--- config.mk ---
export PLATFORM = sky130hd
export DESIGN_NAME = load_store_unit
export DESIGN_NICKNAME = d
export VERILOG_FILES = /design/src/rtl/load_store_unit.sv
export SDC_FILE = /design/constraint.sdc
export NUM_CORES = 1
export LEC_CHECK = 0
export CORE_ASPECT_RATIO = 1.4
export CORE_MARGIN = 2
export CORE_UTILIZATION = 40
export CTS_CLUSTER_DIAMETER = 40
export CTS_CLUSTER_SIZE = 16
export DETAILED_ROUTE_END_ITERATION = 6
export HOLD_SLACK_MARGIN = 0.12
export PLACE_DENSITY = 0.85
export SYNTH_ARGS = -nofsm -noshare
export SYNTH_HDL_FRONTEND = slang
export SYNTH_SLANG_ARGS = --single-unit
--- constraint.sdc ---
create_clock -name clk -period 2.6 [get_ports clk]
set_input_delay 0.65 -clock clk [delete_from_list [all_inputs] [get_ports clk]]
set_output_delay 0.65 -clock clk [all_outputs]
set_load 0.005 [all_outputs]
--- src/rtl/load_store_unit.sv ---
// Byte/halfword/word load-store sequencer in front of a single-port, word-addressed memory.
// Sub-word stores are read-modify-write; loads return aligned, sign- or zero-extended data.
module load_store_unit (
    input  logic        clk,
    input  logic        reset,
    input  logic        req_valid,
    output logic        req_ready,
    input  logic        req_write,
    input  logic [2:0]  req_funct3,
    input  logic [31:0] req_addr,
    input  logic [31:0] req_wdata,
    output logic        resp_valid,
    output logic [31:0] resp_rdata,
    output logic        resp_error,
    output logic [31:0] mem_addr,
    output logic [31:0] mem_din,
    output logic        mem_read,
    output logic        mem_write,
    input  logic [31:0] mem_dout
);

    typedef enum logic [1:0] {IDLE, RD, WR, DONE} state_t;

    state_t      state, state_next;
    logic        write_r;
    logic [2:0]  funct3_r;
    logic [31:0] addr_r;
    logic [31:0] wdata_r;
    logic [31:0] word_r;
    logic        error_r;
    logic        req_bad;

    function automatic logic req_illegal(input logic write, input logic [2:0] f3,
                                         input logic [1:0] a);
        logic bad;
        bad = 1'b1;
        case (f3)
            3'b000:         bad = 1'b0;
            3'b001:         bad = a[0];
            3'b010:         bad = (a != 2'b00);
            3'b100:         bad = write;
            3'b101:         bad = write | a[0];
            default:        bad = 1'b1;
        endcase
        return bad;
    endfunction

    function automatic logic [31:0] load_extract(input logic [31:0] word, input logic [2:0] f3,
                                                 input logic [1:0] a);
        logic signed [7:0]  b;
        logic signed [15:0] h;
        logic [31:0]        res;
        b = word[{a, 3'b000} +: 8];
        h = a[1] ? word[31:16] : word[15:0];
        case (f3)
            3'b000:  res = 32'(b);
            3'b001:  res = 32'(h);
            3'b100:  res = {24'h0, b};
            3'b101:  res = {16'h0, h};
            default: res = word;
        endcase
        return res;
    endfunction

    function automatic logic [31:0] store_merge(input logic [31:0] word, input logic [31:0] wdata,
                                                input logic [2:0] f3, input logic [1:0] a);
        logic [31:0] res;
        res = word;
        case (f3)
            3'b000:  res[{a, 3'b000} +: 8] = wdata[7:0];
            3'b001:  res[{a[1], 4'b0000} +: 16] = wdata[15:0];
            default: res = wdata;
        endcase
        return res;
    endfunction

    assign req_bad = req_illegal(req_write, req_funct3, req_addr[1:0]);

    always_ff @(posedge clk) begin
        if (reset) begin
            state    <= IDLE;
            write_r  <= 1'b0;
            funct3_r <= 3'b000;
            addr_r   <= 32'h0;
            wdata_r  <= 32'h0;
            word_r   <= 32'h0;
            error_r  <= 1'b0;
        end else begin
            state <= state_next;
            if (state == IDLE && req_valid) begin
                write_r  <= req_write;
                funct3_r <= req_funct3;
                addr_r   <= req_addr;
                wdata_r  <= req_wdata;
                error_r  <= req_bad;
            end
            // Keep the read word: mem_dout drops to 0 once mem_read falls in WR.
            if (state == RD)
                word_r <= mem_dout;
        end
    end

    always_comb begin
        state_next = state;
        case (state)
            IDLE: begin
                if (req_valid) begin
                    if (req_bad)
                        state_next = DONE;
                    else if (req_write && req_funct3 == 3'b010)
                        state_next = WR;
                    else
                        state_next = RD;
                end
            end
            RD:      state_next = write_r ? WR : DONE;
            WR:      state_next = DONE;
            default: state_next = IDLE;
        endcase
    end

    always_comb begin
        req_ready  = 1'b0;
        resp_valid = 1'b0;
        resp_rdata = 32'h0;
        resp_error = 1'b0;
        mem_addr   = 32'h0;
        mem_din    = 32'h0;
        mem_read   = 1'b0;
        mem_write  = 1'b0;
        if (!reset) begin
            case (state)
                IDLE: req_ready = 1'b1;
                RD: begin
                    mem_read = 1'b1;
                    mem_addr = {addr_r[31:2], 2'b00};
                end
                WR: begin
                    mem_write = 1'b1;
                    mem_addr  = {addr_r[31:2], 2'b00};
                    mem_din   = store_merge(word_r, wdata_r, funct3_r, addr_r[1:0]);
                end
                default: begin
                    resp_valid = 1'b1;
                    resp_error = error_r;
                    if (!error_r && !write_r)
                        resp_rdata = load_extract(word_r, funct3_r, addr_r[1:0]);
                end
            endcase
        end
    end

endmodule
==> Word-level counts from Yosys, hierarchy flattened <==
Cells that the tools add are included.
{ "op_classes": {"n_reduce_logical": 11, "mux": 28, "n_eq_ne": 10, "addsub": 2, "shift": 5, "bitwise": 1} }
{ "ops": {"columns": ["operator", "count"], "rows": [
  ["two-way mux 32 bit", 7],
  ["case mux 32 bit (4 select lines)", 1],
  ["bitwise mux 32 bit", 2],
  ["case mux 32 bit (2 select lines)", 1],
  ["variable shift 16 x 7 -> 32 bit, first input constant", 1],
  ["variable shift 8 x 7 -> 32 bit, first input constant", 1],
  ["variable part select 16 x 7 -> 32 bit", 1],
  ["variable part select 32 x 6 -> 8 bit", 1],
  ["variable part select 8 x 7 -> 32 bit", 1],
  ["two-way mux 16 bit", 1],
  ["negation 5 -> 7 bit", 2],
  ["== test 3 bit, second input constant", 4],
  ["two-way mux 1 bit", 11],
  ["== test 3 x 1 -> 1 bit, second input constant", 2],
  ["logical NOT 3 bit", 2],
  ["two-way mux 2 bit", 3],
  ["case mux 2 bit (3 select lines)", 1],
  ["case mux 1 bit (5 select lines)", 1],
  ["== test 3 x 2 -> 1 bit, second input constant", 1],
  ["logical AND 1 bit", 3],
  ["OR reduction 3 bit", 1],
  ["== test 2 x 1 -> 1 bit, second input constant", 1],
  ["== test 2 bit, second input constant", 1],
  ["logical NOT 1 bit", 2],
  ["5 further kinds", 5]
]} }
{ "totals": {"inputBits": 103, "regBits": 103, "out_inout_bits": 101, "elab_cells": 64} }

==> Longest topological paths before layout <==
{ "logic_depth": {"ltp_word": 6, "depth_mapped": 8, "depth_no_buf": 6} }

==> Least setup slack after synthesis <==
Ideal clock, no wire load.
{ "synth_path": {"path_type": "reg-to-output", "start": "register addr_r[1]", "end": "output port mem_din[29]", "slack_ns": -0.006, "path_buffers": 1, "path_stages_with_launch": 8, "required_time_ns": 1.950, "arrival_ns": 1.956, "path_cell_list": "dfxtp_1 > buf_2 > inv_1 > ha_1 > or3b_2 > nor4_4 > a22oi_1 > o21ai_1"} }
{ "synth_between": {"elab_chain_len": 6, "word_cells_on_any_way": 11} }
{ "synth_rtl": {"columns": ["element", "line_no", "rtl"], "rows": [
  ["start, declared", "27", "logic [31:0] addr_r;"],
  ["start signal, assigned", "93", "addr_r <= req_addr;"],
  ["negation 5 -> 7 bit, on equally long branches", "71, 70", null],
  ["variable part select 16 x 7 -> 32 bit, or another cell as far along", "71", "3'b001: res[{a[1], 4'b0000} +: 16] = wdata[15:0];"],
  ["bitwise mux 32 bit, on equally long branches", "71, 70", null],
  ["case mux 32 bit (2 select lines) (*)", "69", "case (f3)"],
  ["two-way mux 32 bit (*)", "132", "case (state)"],
  ["two-way mux 32 bit (*)", "131", "if (!reset) begin"],
  ["end, declared", "16", "output logic [31:0] mem_din,"]
]} }
Mark *: on every way between the ends. The rest lies on a longest branch, timed or not.

==> Worst setup path after layout <==
{ "layout_path": {"start": "register funct3_r[2]", "end": "output port resp_rdata[14]"} }
{ "layout_between": {"elab_chain_len": 5, "word_cells_on_any_way": 8} }
{ "layout_rtl": {"columns": ["element", "line_no", "rtl"], "rows": [
  ["start, declared", "26", "logic [2:0] funct3_r;"],
  ["start signal, assigned", "92", "funct3_r <= req_funct3;"],
  ["== test 3 bit, or another cell as far along", "55", "case (f3)"],
  ["case mux 32 bit (4 select lines) (*)", "55", null],
  ["two-way mux 32 bit (*)", "146", "if (!error_r && !write_r)"],
  ["two-way mux 32 bit (*)", "132", null],
  ["two-way mux 32 bit (*)", "131", null],
  ["end, declared", "13", "output logic [31:0] resp_rdata,"]
]} }
Marked as above.

==> flow_summary.json <==
{
  "placed_cells": 1086,
  "synth_warnings": 0,
  "cap_viol_max_count": 0,
  "setup_violations": 57,
  "crit_end": "resp_rdata[14]",
  "yosys-top-cells-area": "sky130_fd_sc_hd__dfxtp_1 38%, sky130_fd_sc_hd__nand2_1 11%, sky130_fd_sc_hd__a21oi_1 8.4%",
  "worst-slew-pin-transition_ns": 0.617,
  "cts_max_level": 3,
  "yosysTopAreaCellShare_pct": 37.8,
  "clock_skew_ns": 0.00848,
  "layout.cells.most_common": "sky130_fd_sc_hd__nand2_1",
  "cts.hold.buffers_added": 0,
  "postSynthAreaPerCell_um2": 7.74,
  "nNetsFinal": 1093,
  "cts_num_sinks": 103,
  "critical_path.startpoint_type": "register",
  "drv_slew": 0,
  "worst_slew_margin_rel_pct": 58.8,
  "critical_path.most_common_cell": "sky130_fd_sc_hd__buf_6",
  "fp.coreArea_mm2": 0.0133,
  "postSynthRegisterBits": 103,
  "layout.cells.most_common_list": "159 x sky130_fd_sc_hd__nand2_1, 103 x sky130_fd_sc_hd__clkdlybuf4s50_1, 96 x sky130_fd_sc_hd__dfxtp_1",
  "place.port_buffers": 201,
  "final_layout_size_suffix_gt1_share_pct": 31.8,
  "reg2regPathDepth": 8,
  "routed_wl_um": 23400,
  "drt-pass1-iter-count": 6,
  "number_of_remaining_drc_errors": 0,
  "period_share_pct": 110,
  "grt.total_usage_pct": 29.2,
  "via_count": 6542,
  "route.detailed.wl_per_inst_um": 20.1,
  "fin_hold_ws_ns": 0.450,
  "synthXorXnorAreaFrac_pct": 0,
  "min-delay-path-class": "reg2reg",
  "detailedPlacementHpwl_um": 14800,
  "global_route_wire_length_before_repair_um": 32800,
  "run_status": "finished, violations left",
  "yosys.area_share.simple_pct": 23.3,
  "peak_fanout_along_the_critical_path": 7,
  "overflow": 0,
  "setup.worst_path.end_class": "primary output",
  "critPathKind": "reg2out",
  "clk_latency_ns": 0.35,
  "timing.rr.start": "state[1]",
  "gp_congestion": 0.999,
  "start_util_pct": 40.9,
  "vias_in_the_first_global_route": 6183,
  "root_buffer": "sky130_fd_sc_hd__clkbuf_16",
  "pin_count_of_the_biggest_net_entering_global_routing": 56,
  "netlist_area_before_placement_mm2": 0.00545,
  "worst_path_max_delay_cell": "sky130_fd_sc_hd__nor3_1",
  "timing.final.crit_period_ns": 2.85,
  "worst_ir_drop_vdd_mv": 0.504,
  "synth_area_leader_cell": "sky130_fd_sc_hd__dfxtp_1",
  "synthDistinctLibCells": 45,
  "path_clk_slew_ns": 0.07,
  "post_synth_mux_area_share_pct": 7.94,
  "cpPeakStageDelay_ns": 0.49,
  "setup_crit_start": "funct3_r[2]",
  "worst-endpoint-arrival_ns": 2.20,
  "main_combinational_cell_family_by_area_after_synthesis": "simple AND/OR/NAND/NOR gates",
  "synth_adder_area_share_pct": 2.30,
  "violations": "setup timing",
  "cellLeakagePower_nw": 3.91,
  "fin_setup_tns_ns": -7.96,
  "ioPinCount": 204,
  "crit_chain": "buf_4, nor3_1, a211oi_2, buf_6, buf_6, a221oi_2, buf_2",
  "synth.yosys.seq_area_share_pct": 37.8,
  "post-route-worst-setup-slack_ns": -0.255,
  "path_delay_family": "buffers and inverters",
  "post_synthesis_instance_total": 704,
  "grt_antenna_before_repair": 0,
  "postRouteAntennaNets": 0,
  "grt_setup_unrepaired": "yes",
  "maxClockFrequency_mhz": 350,
  "cp_num_cells": 7,
  "clock_tree.buffer_depth": 2,
  "rows": 50,
  "layout.cells.non_filler": 1166,
  "cts_tree": "done",
  "hold_violations": 0,
  "count_of_inserted_antenna_diode_cells": 0,
  "synth_compound_area_share_pct": 22.8,
  "design.die.area_mm2": 0.0146,
  "floorplan.die.height_um": 142,
  "tritoncts.num_buffers": 9,
  "timing.rr.end": "state[0]",
  "worstPathBufferInverterCount": 4,
  "avgViaCountPerCell": 5.61,
  "r2r_slack_ns": 0.73,
  "layout-area-overhead-vs-synth_pct": 67.5,
  "chipWidth_um": 103,
  "first_iter_violations": 557,
  "worst-endpoint-required_ns": 1.95,
  "p_per_area_mw_per_mm2": 774
}
[cell type report]
class | count | area (um2)
inverter | 17 | 66.3
clock buffer | 10 | 229
multi-input combinational | 530 | 3560
clock inverter | 5 | 58.8
sequential | 103 | 2070
tap | 182 | 228
timing repair buffer | 319 | 2910
fill | 1041 | 4200
[metrics by stage]
| stage | worst slack (ns) | cell area (um2) | utilization [%] | power [mW] |
|---|---|---|---|---|
| 3_3_place_gp | -0.322 | 7930 | 59.5 | 4.54 |
| 4_1_cts | -0.261 | 8920 | 66.9 | 6.70 |
| 6_report | -0.255 | 9130 | 68.5 | 7.07 |
| 3_5_place_dp | -0.342 | 7930 | 59.5 | 4.60 |
| 5_1_grt | -0.342 | 9130 | 68.5 | 7.42 |
| 2_1_floorplan | 0.0312 | 5460 | - | 3.55 |
[tightest hold or removal path: cells and delay by family, from the launching register on]
| kind | cells | cell delay [ns] |
|---|---|---|
| flops | 1 | 0.31 |
| simple gates | 1 | 0.05 |
| compound gates | 1 | 0.05 |
[worst min-delay path by stage]
| stage | startpoint | cells after the start | end |
|---|---|---|---|
| final | addr_r[3] | 2 | addr_r[3] |
| after global routing | addr_r[2] | 2 | addr_r[2] |
| after CTS | addr_r[10] | 2 | addr_r[10] |
| after detailed placement | addr_r[10] | 2 | addr_r[10] |
| after global placement | addr_r[8] | 2 | addr_r[8] |
| after floorplan | addr_r[10] | 2 | addr_r[10] |
[cell families (layout without fill, tap and decap cells)]
kind of cell / Yosys count / count (layout)
fa+ha+maj: 10 / 10
buf+inv: 72 / 351
simple gates: 286 / 286
compound gates: 189 / 189
mux: 43 / 43
other cells: 1 / 2
flops: 103 / 103
[sequential cells by signal, summed over array words and instances (netlist names)]
name / flops
addr_r: 32
wdata_r: 32
word_r: 32
funct3_r: 3
state: 2
error_r: 1
write_r: 1
[synthesized netlist by cell type, drive strengths merged]
cell and count:
a2111oi 3, a211oi 2, a21o 17, a21oi 91, a221o 8, a221oi 8, a22o 8, a22oi 24
and2 33, and4 1, and4b 1, buf 23, clkbuf 32, conb 1, dfxtp 103, ha 10
inv 17, mux2 2, mux2i 41, nand2 164, nand2b 2, nand3 2, nor2 54, nor2b 7
nor3 13, nor3b 1, nor4 1, nor4b 1, nor4bb 1, o21a 1, o21ai 17, o22ai 8
o31a 1, o32ai 1, or2 1, or3 3, or3b 1
[per-layer routing]
metal	wire length [um]	GRT usage (%)
met4	2100	20.9
met2	11500	49.8
met3	1960	5.84
met5	0	0
met1	7870	31.6
[power breakdown]
group          internal, mW  total [mW]  leakage [nW]  switching, mW
clock                 0.744        1.36         0.135          0.618
combinational          1.74        3.50          2.93           1.76
sequential             1.88        2.20         0.846          0.321
total                  4.37        7.07          3.91           2.70
[timing repair]
item / 4_1_cts / 5_1_grt
setup buffers: 52 / 17
resized for setup: 410 / 102
endpoints found under the hold margin: 0 / 0
pin swaps: 37 / 19
gates cloned: 6 / 0
setup endpoints to repair: 95 / 94
Note: power is estimated with default switching activity, not from simulation.
